$ cat config.mk
export PLATFORM = sky130hd
export DESIGN_NAME = neuron_mac_seq
export DESIGN_NICKNAME = d
export VERILOG_FILES = /design/src/rtl/neuron_pkg.sv /design/src/rtl/neuron_requant.sv /design/src/rtl/neuron_mac_seq.sv
export SDC_FILE = /design/constraint.sdc
export NUM_CORES = 1
export LEC_CHECK = 0
export BUFFER_PORTS_ARGS = -buffer_cell sky130_fd_sc_hd__buf_2
export CAP_MARGIN = 10
export CELL_PAD_IN_SITES_DETAIL_PLACEMENT = 1
export CELL_PAD_IN_SITES_GLOBAL_PLACEMENT = 1
export CORE_UTILIZATION = 29
export CTS_CLUSTER_SIZE = 20
export DETAILED_ROUTE_END_ITERATION = 10
export PLACE_DENSITY = 0.85
export REMOVE_ABC_BUFFERS = 1
export SYNTH_ARGS = -nofsm -noshare
export SYNTH_HDL_FRONTEND = slang
export SYNTH_SLANG_ARGS = --single-unit
export TNS_END_PERCENT = 1
$ cat constraint.sdc
create_clock -name clk -period 1.5 [get_ports clk]
set_input_delay 0.3 -clock clk [delete_from_list [all_inputs] [get_ports clk]]
set_output_delay 0.3 -clock clk [all_outputs]
set_load 0.02 [all_outputs]
$ cat src/rtl/neuron_pkg.sv
// Shared types and elaboration helpers for the sequential neuron MAC nodes.
package neuron_pkg;

    typedef enum logic [1:0] {
        IDLE,
        MAC,
        OUT
    } state_t;

    // Ceiling log2; returns 0 for v <= 1.
    function automatic int unsigned clog2(input int unsigned v);
        int unsigned r;
        r = 0;
        for (int unsigned i = 0; i < 32; i++) begin
            if ((33'(1) << i) < 33'(v)) begin
                r = i + 1;
            end
        end
        return r;
    endfunction

    // True when the accumulator is wide enough that BIAS plus NUM_IN full products cannot overflow.
    function automatic bit acc_w_ok(input int unsigned acc_w, input int unsigned d_w,
                                    input int unsigned w_w, input int unsigned num_in);
        return acc_w >= d_w + w_w + clog2(num_in + 1);
    endfunction

endpackage

$ cat src/rtl/neuron_requant.sv
// Combinational requantiser: arithmetic shift (optionally rounded), ReLU, then saturate.
// Build option: define NEURON_ROUND_EN for round-half-up before the shift.
module neuron_requant
    import neuron_pkg::*;
#(
    parameter int unsigned ACC_W = 20,
    parameter int unsigned D_W   = 8,
    parameter int unsigned SHIFT = 4
) (
    input  logic signed [ACC_W-1:0] acc,
    output logic        [D_W-1:0]   result_c
);

    // One guard bit keeps the rounding add from wrapping at the top of the range.
    localparam int unsigned G_W     = ACC_W + 1;
    localparam int unsigned RND_SH  = (SHIFT > 0) ? SHIFT - 1 : 0;
    localparam logic signed [G_W-1:0] MAX_POS = G_W'((1 << (D_W - 1)) - 1);
    localparam logic        [D_W-1:0] MAX_OUT = D_W'((1 << (D_W - 1)) - 1);

    logic signed [G_W-1:0] ext;
    logic signed [G_W-1:0] shifted;

    always_comb begin
        ext = G_W'(acc);
`ifdef NEURON_ROUND_EN
        if (SHIFT > 0) begin
            ext = ext + (G_W'(1) <<< RND_SH);
        end
`endif
        shifted = ext >>> SHIFT;
        if (shifted[G_W-1]) begin
            result_c = '0;
        end else if (shifted > MAX_POS) begin
            result_c = MAX_OUT;
        end else begin
            result_c = shifted[D_W-1:0];
        end
    end

endmodule

$ cat src/rtl/neuron_mac_seq.sv
// One neuron per accepted vector via a single time-multiplexed multiplier:
// ReLU(requant(BIAS + sum x[i]*w[i])). Build option NEURON_ROUND_EN selects rounding in requant.
module neuron_mac_seq
    import neuron_pkg::*;
#(
    parameter int unsigned NUM_IN = 10,
    parameter int unsigned D_W    = 8,
    parameter int unsigned W_W    = 8,
    parameter int unsigned ACC_W  = 20,
    parameter int unsigned SHIFT  = 4,
    parameter logic        [NUM_IN*W_W-1:0] WEIGHTS = '0,
    parameter logic signed [ACC_W-1:0]      BIAS    = '0
) (
    input  logic                    clk,
    input  logic                    reset,
    input  logic                    in_valid,
    output logic                    in_ready,
    input  logic [NUM_IN*D_W-1:0]   in_data,
    output logic                    out_valid,
    input  logic                    out_ready,
    output logic [D_W-1:0]          out_data,
    output logic                    busy
);

    localparam int unsigned P_W   = D_W + W_W;
    localparam int unsigned IDX_W = (NUM_IN > 1) ? clog2(NUM_IN) : 1;
    localparam logic [IDX_W-1:0] LAST = IDX_W'(NUM_IN - 1);

    if (!acc_w_ok(ACC_W, D_W, W_W, NUM_IN)) begin : g_bad_acc_w
        $error("neuron_mac_seq: ACC_W too narrow for NUM_IN products of D_W x W_W");
    end

    state_t                   state;
    logic [NUM_IN*D_W-1:0]    x_reg;
    logic [IDX_W-1:0]         idx;
    logic signed [ACC_W-1:0]  acc;
    logic signed [ACC_W-1:0]  acc_next;
    logic signed [D_W-1:0]    x_cur;
    logic signed [W_W-1:0]    w_cur;
    logic signed [P_W-1:0]    prod;
    logic        [D_W-1:0]    rq_c;

    // Current operand pair and the full-precision running sum.
    always_comb begin
        x_cur    = x_reg[int'(idx)*D_W +: D_W];
        w_cur    = WEIGHTS[int'(idx)*W_W +: W_W];
        prod     = P_W'(x_cur) * P_W'(w_cur);
        acc_next = acc + ACC_W'(prod);
    end

    neuron_requant #(
        .ACC_W (ACC_W),
        .D_W   (D_W),
        .SHIFT (SHIFT)
    ) u_requant (
        .acc      (acc_next),
        .result_c (rq_c)
    );

    always_ff @(posedge clk or posedge reset) begin
        if (reset) begin
            state     <= IDLE;
            out_valid <= 1'b0;
            out_data  <= '0;
            in_ready  <= 1'b1;
            busy      <= 1'b0;
            acc       <= '0;
            idx       <= '0;
            x_reg     <= '0;
        end else begin
            case (state)
                IDLE: begin
                    if (in_valid) begin
                        x_reg    <= in_data;
                        acc      <= BIAS;
                        idx      <= '0;
                        in_ready <= 1'b0;
                        busy     <= 1'b1;
                        state    <= MAC;
                    end
                end
                MAC: begin
                    acc <= acc_next;
                    idx <= idx + IDX_W'(1);
                    // Last product: requantise the completed sum directly.
                    if (idx == LAST) begin
                        out_data  <= rq_c;
                        out_valid <= 1'b1;
                        state     <= OUT;
                    end
                end
                OUT: begin
                    if (out_ready) begin
                        out_valid <= 1'b0;
                        in_ready  <= 1'b1;
                        busy      <= 1'b0;
                        state     <= IDLE;
                    end
                end
                default: state <= IDLE;
            endcase
        end
    end

endmodule

==> impl_metrics.py, run 1 <==
metrics = {
    "die": {
        "core-area_sq_um": 4380,
        "io_pins": 95,
        "rows": 24,
        "die_height_um": 70.0,
        "floorplan.die.width_um": 70.0,
        "fp.dieArea_sq_um": 4900,
        "initial_core_util_pct": 30.6,
    },
    "power_and_ir_drop": {
        "combinationalPowerShare_pct": 21.1,
        "p_sw_share_pct": 29.8,
        "clkPwrFrac_pct": 30.4,
        "power_per_cell_area_nw_per_um2": 1350,
        "report.power.total_w": 0.00214,
        "cellLeakagePower_nw": 0.832,
        "pwr-share-seq_pct": 48.5,
        "worst_vdd_ir_v": 0.000682,
        "internal-power_w": 0.00150,
        "total_switching_power_w": 0.000637,
    },
    "sta": {
        "timing.fmax_mhz": 712,
        "setup_violations": 0,
        "slew_headroom_pct": 71.0,
        "finalSetupTns_ns": 0,
        "slew_viol_final": 0,
        "tightestPinTransition_ns": 0.431,
        "layout_worst_path_cycle_share_pct": 93.6,
        "rsz0062_at_grt": "false",
        "finalCriticalPeriod_ns": 1.40,
        "final_hold_viol_count": 0,
        "final.setup_skew_ns": 0.00802,
    },
    "clock_tree": {
        "cts-root-to-sink-buffers": 2,
        "clkLatencyLatePin_ns": 0.29,
        "cts_root_buf": "sky130_fd_sc_hd__clkbuf_8",
        "cts_sinks": 33,
        "cts_buffers": 5,
        "cts_tree": "built",
        "cts.clk_slew.worst_paths_ns": 0.07,
        "ctsHtreeMaxLevel": 2,
    },
    "worst_setup_path": {
        "timing.critical_path.from_type": "flop",
        "critPathCaptureType": "flop",
        "critical_path_required_ns": 1.68,
        "r2r-end": "out_data[2]$_DFFE_PP0P_",
        "cp-startpoint": "idx[0]$_DFFE_PP0P_",
        "worst_r2r_path_depth": 5,
        "path_class": "flop to flop",
        "rrSetupSlack_ns": 0.1,
        "arrival_ns": 1.58,
        "critical_path_peak_fanout": 7,
        "worstReg2RegStart": "idx[0]$_DFFE_PP0P_",
        "capturing_element_of_the_worst_setup_path": "out_data[2]$_DFFE_PP0P_",
    },
    "min_path": {
        "hold_class": "input port to asynchronous set/reset pin",
    },
    "drt": {
        "top_layer": "met4",
        "drt_iter0_drc": 39,
        "drt_first_pass_iters": 4,
        "wl_per_cell_um": 14.1,
        "wl_met3_um": 124,
        "remaining_antenna_violation_count_after_routing": 0,
        "wl_met2_mm": 1.22,
        "finalWirelength_mm": 2.58,
        "drc": 0,
        "viasPerCell": 4.77,
        "m1WireLength_mm": 1.20,
        "via_count": 873,
    },
    "outcome": {
        "status": "complete, no violations",
    },
    "final_layout": {
        "area_growth_syn_to_fin_pct": 18.5,
        "num-fill-cells": 481,
        "num-nets-final": 216,
        "antenna_cells": 0,
        "drive_above_1_share_pct": 24.4,
    },
    "global_routing": {
        "first_pass_grt_wire_length_mm": 4.64,
        "grt.overflow.total": 0,
        "globalRouteTotalUtil_pct": 12.3,
        "grt_start_max_net_pins": 34,
        "grt_pass1_vias": 917,
        "number_of_antenna_violations_at_the_first_check_in_global_routing": 0,
    },
    "synthesis": {
        "yosys_warnings": 0,
        "syn-mean-instance-area_sq_um": 12.8,
        "synth_sequential_area_ratio_pct": 61.7,
        "synth-seq-cells": 33,
        "post_synth_num_cell_types": 23,
        "netlist_instances": 105,
        "syn_std_cell_area_sq_um": 1340,
    },
    "place": {
        "dpl.hpwl_mm": 1.77,
        "place.gp.congestion": 0.764,
        "numPortBuffers": 14,
    },
    "flow_run": {
        "max_cap_violations": 0,
    },
}
layout by cell type (no fill, tap or decap), types with 2 or more instances in the layout:
cell type | Yosys | routed
sky130_fd_sc_hd__dfrtp_1 | 32 | 32
sky130_fd_sc_hd__buf_2 | 0 | 14
sky130_fd_sc_hd__nor2b_1 | 12 | 12
sky130_fd_sc_hd__o21ai_0 | 8 | 8
sky130_fd_sc_hd__nand3b_1 | 7 | 7
sky130_fd_sc_hd__a22o_1 | 7 | 7
sky130_fd_sc_hd__buf_4 | 1 | 6
sky130_fd_sc_hd__nand2_1 | 5 | 5
sky130_fd_sc_hd__clkbuf_8 | 0 | 5
sky130_fd_sc_hd__nor2_1 | 4 | 4
sky130_fd_sc_hd__and2b_1 | 4 | 4
sky130_fd_sc_hd__inv_1 | 4 | 4
sky130_fd_sc_hd__a21oi_1 | 4 | 4
sky130_fd_sc_hd__nand2b_1 | 3 | 2
sky130_fd_sc_hd__nor4_4 | 2 | 2
sky130_fd_sc_hd__mux2i_1 | 2 | 2
sky130_fd_sc_hd__ha_1 | 2 | 2
sky130_fd_sc_hd__clkbuf_1 | 0 | 2
stage by stage:
| step | cell area (sq um) | util, % | cells | hold slack, ns | setup WS, ns |
|---|---|---|---|---|---|
| after floorplan | 1320 | - | 103 | 0.407 | 0.0534 |
| after CTS | 1580 | 36.0 | 182 | 0.107 | 0.0386 |
| after detailed placement | 1490 | 34.1 | 174 | 0.415 | 0.0590 |
| after global placement | 1490 | 34.1 | 174 | 0.391 | 0.0848 |
| final | 1590 | 36.2 | 183 | 0.0896 | 0.0956 |
| after global routing | 1590 | 36.2 | 183 | 0.118 | 0.0220 |
repair_timing:
action	in CTS	in global routing
gates resized for setup	0	1
endpoints found under the hold margin	0	0
setup endpoints to repair	0	9
hold buffers	0	0
buffers inserted	0	1
worst max-delay path, stage by stage (launching register included):
cell and delay [ns]:
sky130_fd_sc_hd__dfrtp_1 0.38, sky130_fd_sc_hd__ha_1 0.20, sky130_fd_sc_hd__and3b_1 0.21, sky130_fd_sc_hd__nor3b_4 0.16, sky130_fd_sc_hd__buf_4 0.16, sky130_fd_sc_hd__a22o_1 0.18
metal layers:
layer  global-route usage (%)  up-vias
met5                        0        -
met4                     4.00        0
met3                     5.05        4
met2                     18.9       16
met1                     15.9      446
li1                         -      407
flip-flops by register name (all words and copies together), names as in the netlist:
register / count
busy: 1
out_data: 8
state: 2
out_valid: 1
in_ready: 1
idx: 4
acc: 16
cell families after synthesis:
logic type | Yosys count | synth area share [%]
AO/OA/AOI/OAI | 20 | 9.62
adder cells (fa/ha/maj) | 2 | 1.87
buffers and inverters | 6 | 2.52
flip-flops | 33 | 61.7
multiplexers | 2 | 1.49
AND/OR/NAND/NOR | 42 | 22.8
cell usage after synthesis (all sizes together):
| cell type | number | area [sq um] |
|---|---|---|
| nand3b | 7 | 52.6 |
| dfrtp | 32 | 801 |
| buf | 2 | 18.8 |
| a22o | 7 | 61.3 |
| and3b | 1 | 8.76 |
| inv | 4 | 15.0 |
| nor2 | 4 | 15.0 |
| and2 | 1 | 6.26 |
| dfstp | 1 | 26.3 |
| o21bai | 1 | 7.51 |
| mux2i | 2 | 20.0 |
| ha | 2 | 25.0 |
| nor2b | 12 | 75.1 |
| and2b | 4 | 30.0 |
| nand2b | 4 | 32.5 |
| nand2 | 5 | 18.8 |
| a21oi | 4 | 20.0 |
| o21ai | 8 | 40.0 |
| nor3b | 1 | 18.8 |
| nor4 | 2 | 42.5 |
| nand3 | 1 | 5.00 |
how the worst min path moves through the flow:
stage	startpoint	to	slack, ns	cells after the start
after floorplan	out_ready	state[1]$_DFFE_PP0P_	0.41	1
final	reset	acc[7]$_DFFE_PP0P_	0.09	3
after detailed placement	reset	acc[11]$_DFFE_PP0P_	0.42	3
after global routing	reset	acc[11]$_DFFE_PP0P_	0.12	3
after CTS	reset	acc[13]$_DFFE_PP0P_	0.11	3
after global placement	reset	acc[11]$_DFFE_PP0P_	0.39	3
cell type report:
class	instances	area, sq um	area share (%)
sequential	33	827	52.1
clock inverter	1	7.51	0.473
inverter	4	15.0	0.946
tap	52	65.1	4.10
multi-input combinational	66	482	30.3
clock buffer	7	76.3	4.81
timing repair buffer	20	115	7.25
power groups by stage:
stage,logic [W],registers [W],clock network (W)
final,0.000452,0.00104,0.000649
after global routing,0.000524,0.00105,0.000705
after CTS,0.000450,0.00104,0.000665
after detailed placement,0.000445,0.00105,0
after global placement,0.000411,0.00105,0
after floorplan,0.000254,0.00108,0
Power figures use the tool's default switching activity.
==> inputs of run 2 (changes only) <==
- CORE_ASPECT_RATIO: not set -> 0.6
==> run 2 against run 1 <==
Effect of this change: fmax fell by 0.17%; critical path type unchanged; worst hold slack improved by 0.0074 ns; sequential share of layout area fell by 0.33 points; via count rose by 0.11%; largest power group unchanged.
==> impl_metrics.py, run 2 (same netlist as run 1, synthesis figures left out) <==
metrics = {
    "global_routing": {
        "number_of_antenna_violations_at_the_first_check_in_global_routing": 0,
        "grt_pass1_vias": 930,
        "grt.overflow.total": 0,
        "globalRouteTotalUtil_pct": 13.1,
        "first_pass_grt_wire_length_mm": 4.63,
        "grt_start_max_net_pins": 34,
    },
    "power_and_ir_drop": {
        "total_switching_power_w": 0.000641,
        "power_per_cell_area_nw_per_um2": 1340,
        "worst_vdd_ir_v": 0.000672,
        "p_sw_share_pct": 30.0,
        "combinationalPowerShare_pct": 21.9,
        "pwr-share-seq_pct": 48.6,
        "clkPwrFrac_pct": 29.6,
        "cellLeakagePower_nw": 0.837,
        "internal-power_w": 0.00150,
    },
    "clock_tree": {
        "clkLatencyLatePin_ns": 0.28,
        "cts-root-to-sink-buffers": 2,
        "cts_tree": "built",
        "cts-hold-fix-buffers": 0,
        "cts_sinks": 33,
        "cts_buffers": 5,
        "cts_root_buf": "sky130_fd_sc_hd__clkbuf_8",
        "cts.clk_slew.worst_paths_ns": 0.07,
        "ctsHtreeMaxLevel": 2,
    },
    "die": {
        "rows": 18,
        "io_pins": 95,
        "fp.dieArea_sq_um": 4910,
        "core-area_sq_um": 4260,
        "floorplan.die.width_um": 89.8,
        "initial_core_util_pct": 31.5,
        "die_height_um": 54.7,
    },
    "place": {
        "dpl_ws_ns": 0.0124,
        "place.gp.congestion": 0.735,
        "numPortBuffers": 14,
        "dpl.hpwl_mm": 1.96,
        "placedInstanceArea_sq_um": 1510,
    },
    "drt": {
        "viasPerCell": 4.58,
        "wl_met2_mm": 1.30,
        "m1WireLength_mm": 1.30,
        "remaining_antenna_violation_count_after_routing": 0,
        "wl_met3_um": 104,
        "via_count": 874,
        "wl_per_cell_um": 14.4,
        "drt_iter0_drc": 26,
        "drt_first_pass_iters": 3,
        "top_layer": "met4",
        "drc": 0,
        "finalWirelength_mm": 2.75,
    },
    "sta": {
        "finalCriticalPeriod_ns": 1.41,
        "setup_violations": 0,
        "final_hold_viol_count": 0,
        "timing.fmax_mhz": 711,
        "slew_viol_final": 0,
        "rsz0062_at_grt": "false",
        "final.setup_skew_ns": 0.00445,
        "tightestPinTransition_ns": 0.481,
        "setup_ws_ns": 0.0932,
        "finalSetupTns_ns": 0,
        "layout_worst_path_cycle_share_pct": 93.8,
        "slew_headroom_pct": 67.7,
    },
    "worst_setup_path": {
        "worst_r2r_path_depth": 5,
        "critical_path_required_ns": 1.72,
        "timing.critical_path.from_type": "flop",
        "path_class": "flop to flop",
        "arrival_ns": 1.63,
        "critPathCaptureType": "flop",
        "critical_path_peak_fanout": 7,
    },
    "final_layout": {
        "postLayoutCellArea_sq_um": 1600,
        "num-nets-final": 216,
        "drive_above_1_share_pct": 26.0,
        "layout.cells.most_common_list": "sky130_fd_sc_hd__dfrtp_1 (32), sky130_fd_sc_hd__buf_2 (14), sky130_fd_sc_hd__nor2b_1 (12)",
        "top_register": "acc",
        "mostFrequentLayoutCell": "sky130_fd_sc_hd__dfrtp_1",
        "antenna_cells": 0,
        "area_growth_syn_to_fin_pct": 19.2,
        "num-fill-cells": 473,
        "biggest_regs": "acc x16, out_data x8, idx x4",
        "largest_reg_flops": 16,
    },
    "flow_run": {
        "max_cap_violations": 0,
    },
    "min_path": {
        "hold_class": "input port to asynchronous set/reset pin",
    },
    "outcome": {
        "status": "complete, no violations",
    },
}
run 2: cell types whose count changed in the layout (fill, tap and decap cells not counted), sizes merged:
cell | before | now
clkinv | 0 | 2
clkbuf | 7 | 6
clkinvlp | 1 | 0
run 2: final timing paths:
path	endpoint	start	slack [ns]
max	out_data[4]$_DFFE_PP0P_	idx[1]$_DFFE_PP0P_	0.09
min	acc[12]$_DFFE_PP0P_	reset	0.1
max reg2reg	out_data[4]$_DFFE_PP0P_	idx[1]$_DFFE_PP0P_	0.09
min reg2reg	out_data[7]$_DFFE_PP0P_	out_data[7]$_DFFE_PP0P_	0.48
max in group asynchronous	in_ready$_DFFE_PP1P_	reset	1.07
min in group clk	state[1]$_DFFE_PP0P_	out_ready	0.24
run 2: worst max-delay path: stages, from the launching register on:
cell and delay (ns):
sky130_fd_sc_hd__dfrtp_1 0.38, sky130_fd_sc_hd__inv_1 0.06, sky130_fd_sc_hd__ha_1 0.13, sky130_fd_sc_hd__and3b_2 0.22, sky130_fd_sc_hd__nor3b_4 0.36, sky130_fd_sc_hd__a22o_1 0.19
run 2: area by class of cell:
cell class | count | area, sq um | area share, %
multi-input cells | 66 | 483 | 30.2
well taps | 60 | 75.1 | 4.70
repair buffers | 20 | 115 | 7.20
inverters | 4 | 15.0 | 0.940
flip-flops and latches | 33 | 827 | 51.8
clock inverters | 2 | 10.0 | 0.626
clock buffers | 6 | 72.6 | 4.54
run 2: through the flow:
step	cells	hold slack, ns	util (%)	power, W
2_1_floorplan	103	0.407	-	0.00133
3_3_place_gp	183	0.401	35.5	0.00147
6_report	191	0.0971	37.5	0.00214
5_1_grt	191	0.139	37.5	0.00227
3_5_place_dp	183	0.414	35.5	0.00153
4_1_cts	191	0.104	37.5	0.00217
run 2: timing repair:
action,4_1_cts,5_1_grt
endpoints found under the setup margin,2,7
hold endpoints to repair,0,0
gates resized for setup,1,1
setup buffers,0,0
run 2: per-layer routing:
| layer | up-vias | track usage, % |
|---|---|---|
| li1 | 409 | - |
| met1 | 446 | 16.1 |
| met2 | 14 | 21.4 |
| met3 | 5 | 4.58 |
| met4 | 0 | 5.74 |
| met5 | - | 0 |
run 2: power by group through the flow:
| stage | clock network [W] | logic (W) | registers (W) |
|---|---|---|---|
| 6_report | 0.000632 | 0.000467 | 0.00104 |
| 5_1_grt | 0.000699 | 0.000523 | 0.00105 |
| 4_1_cts | 0.000657 | 0.000476 | 0.00104 |
| 3_5_place_dp | 0 | 0.000472 | 0.00105 |
| 3_3_place_gp | 0 | 0.000431 | 0.00104 |
| 2_1_floorplan | 0 | 0.000254 | 0.00108 |
==> inputs of run 3 (changes only) <==
--- a/config.mk
+++ b/config.mk
@@ -14,6 +14,7 @@
 export CTS_CLUSTER_SIZE = 20
 export DETAILED_ROUTE_END_ITERATION = 10
-export PLACE_DENSITY = 0.85
+export PLACE_DENSITY = 0.81
 export REMOVE_ABC_BUFFERS = 1
+export SLEW_MARGIN = 20
 export SYNTH_ARGS = -nofsm -noshare
 export SYNTH_HDL_FRONTEND = slang
==> constraint.sdc (replaced) <==
create_clock -name clk -period 1.5 [get_ports clk]
set_input_delay 0.3 -clock clk [delete_from_list [all_inputs] [get_ports clk]]
set_output_delay 0.3 -clock clk [all_outputs]
set_load 0.005 [all_outputs]
==> run 3 against run 2 <==
Effect of this change: cell area grew 2.0%; core utilization increased by 0.76 points; sequential power hardly changed; sequential share of layout area fell by 0.96 points; largest power group unchanged; cell count down 1.0%; clock power up 37%; die area unchanged; worst hold slack worse by 0.0080 ns; power rose by 9.8%; combinational power down 11%; sequential cell count unchanged; via count unchanged.
==> impl_metrics.py, run 3 (same netlist as run 1, synthesis figures left out) <==
metrics = {
    "die": {
        "io_pins": 95,
        "fp.dieArea_sq_um": 4910,
        "die_height_um": 54.7,
        "floorplan.die.width_um": 89.8,
        "core-area_sq_um": 4260,
        "rows": 18,
        "initial_core_util_pct": 31.5,
    },
    "outcome": {
        "status": "complete, no violations",
    },
    "drt": {
        "viasPerCell": 4.62,
        "drt_first_pass_iters": 4,
        "wl_per_cell_um": 14.2,
        "remaining_antenna_violation_count_after_routing": 0,
        "drt_iter0_drc": 41,
        "via_count": 874,
        "finalWirelength_mm": 2.68,
        "drc": 0,
    },
    "clock_tree": {
        "ctsHtreeMaxLevel": 2,
        "cts_root_buf": "sky130_fd_sc_hd__clkbuf_8",
        "cts.clk_slew.worst_paths_ns": 0.07,
        "cts_buffers": 5,
        "cts-hold-fix-buffers": 0,
        "cts_sinks": 33,
        "cts_tree": "built",
        "clkLatencyLatePin_ns": 0.28,
        "cts-root-to-sink-buffers": 2,
    },
    "worst_setup_path": {
        "critical_path_peak_fanout": 7,
        "critPathCaptureType": "flop",
        "path_class": "flop to flop",
        "timing.critical_path.from_type": "flop",
        "critical_path_required_ns": 1.67,
        "arrival_ns": 1.59,
    },
    "final_layout": {
        "num-nets-final": 214,
        "mostFrequentLayoutCell": "sky130_fd_sc_hd__dfrtp_1",
        "largest_reg_flops": 16,
        "postLayoutCellArea_sq_um": 1630,
        "biggest_regs": "acc x16, out_data x8, idx x4",
        "top_register": "acc",
        "layout.cells.most_common_list": "sky130_fd_sc_hd__dfrtp_1 (31), sky130_fd_sc_hd__buf_2 (14), sky130_fd_sc_hd__nor2b_1 (12)",
        "num-fill-cells": 457,
        "multi_input_comb_area_sq_um": 483,
        "register_area_sq_um": 828,
        "area_growth_syn_to_fin_pct": 21.7,
        "antenna_cells": 0,
        "drive_above_1_share_pct": 25.6,
    },
    "sta": {
        "slew_viol_final": 0,
        "final_hold_viol_count": 0,
        "tightestPinTransition_ns": 0.486,
        "setup_violations": 0,
        "finalSetupTns_ns": 0,
        "slew_headroom_pct": 67.4,
        "setup_ws_ns": 0.0806,
        "timing.fmax_mhz": 705,
        "layout_worst_path_cycle_share_pct": 94.6,
        "finalCriticalPeriod_ns": 1.42,
        "hold-worst-slack_ns": 0.0891,
        "final.setup_skew_ns": 0.00574,
        "rsz0062_at_grt": "false",
    },
    "power_and_ir_drop": {
        "cellLeakagePower_nw": 0.843,
        "worst_vdd_ir_v": 0.000687,
        "power_per_cell_area_nw_per_um2": 1440,
        "report.power.total_w": 0.00235,
    },
    "place": {
        "dpl_ws_ns": 0.0217,
        "dpl.hpwl_mm": 1.78,
        "numPortBuffers": 14,
        "placedInstanceArea_sq_um": 1510,
        "place.gp.congestion": 0.817,
    },
    "min_path": {
        "hold_class": "input port to asynchronous set/reset pin",
    },
    "global_routing": {
        "grt_start_max_net_pins": 34,
        "grt_pass1_vias": 937,
        "number_of_antenna_violations_at_the_first_check_in_global_routing": 0,
        "globalRouteTotalUtil_pct": 13.2,
        "grt.overflow.total": 0,
        "first_pass_grt_wire_length_mm": 4.68,
    },
    "flow_run": {
        "max_cap_violations": 0,
    },
}
## run 3: cell count changes in the layout (fill, tap and decap cells not counted), sizes merged
cell	previous run	this run
buf	20	18
clkinv	2	0
bufinv	0	1
clkbuf	6	7
## run 3: power breakdown
part           switching (W)  internal (W)  total, W
Clock               0.000327      0.000542  0.000868
Combinational       0.000227      0.000188  0.000415
Sequential         0.0000881      0.000976   0.00106
## run 3: final timing paths
kind / from / end / slack, ns / depth (start not counted)
worst min register to register: out_data[7]$_DFFE_PP0P_ / out_data[7]$_DFFE_PP0P_ / 0.49 / 1
worst max register to register: acc[15]$_DFFE_PP0P_ / out_data[2]$_DFFE_PP0P_ / 0.08 / 3
max in group asynchronous: reset / in_ready$_DFFE_PP1P_ / 1.09 / 3
worst min-delay path: reset / busy$_DFFE_PP0P_ / 0.09 / 3
min in group clk: out_ready / state[1]$_DFFE_PP0P_ / 0.25 / 2
worst max-delay path: acc[15]$_DFFE_PP0P_ / out_data[2]$_DFFE_PP0P_ / 0.08 / 3
## run 3: what timing repair did
action / 4_1_cts / 5_1_grt
endpoints found under the hold margin: 0 / 0
setup buffers: 0 / 0
resized for setup: 0 / 3
endpoints found under the setup margin: 0 / 10
## run 3: critical path, stage by stage (launching register included)
cell and delay [ns]:
sky130_fd_sc_hd__dfrtp_1 0.41, sky130_fd_sc_hd__nor4_4 0.51, sky130_fd_sc_hd__nand3b_1 0.16, sky130_fd_sc_hd__a22o_1 0.23
## run 3: per-stage QoR
step	util (%)	cells
floorplan	-	103
global placement	35.4	181
detailed placement	35.4	181
CTS	38.2	189
global route	38.3	189
finish	38.3	189
## run 3: layout make-up
| cell class | instances | area share (%) |
|---|---|---|
| Sequential cell | 33 | 50.8 |
| Multi-Input combinational cell | 66 | 29.6 |
| Timing Repair Buffer | 18 | 6.91 |
| Clock buffer | 7 | 5.30 |
| Tap cell | 60 | 4.60 |
| Clock inverter | 1 | 1.84 |
| Inverter | 4 | 0.921 |
## run 3: layer usage
metal	GRT usage, %	up-vias	share of wire [%]
met2	20.8	10	45
li1	-	403	-
met3	3.33	5	2.2
met5	0	-	0
met1	17.0	456	51
met4	8.20	0	2.1
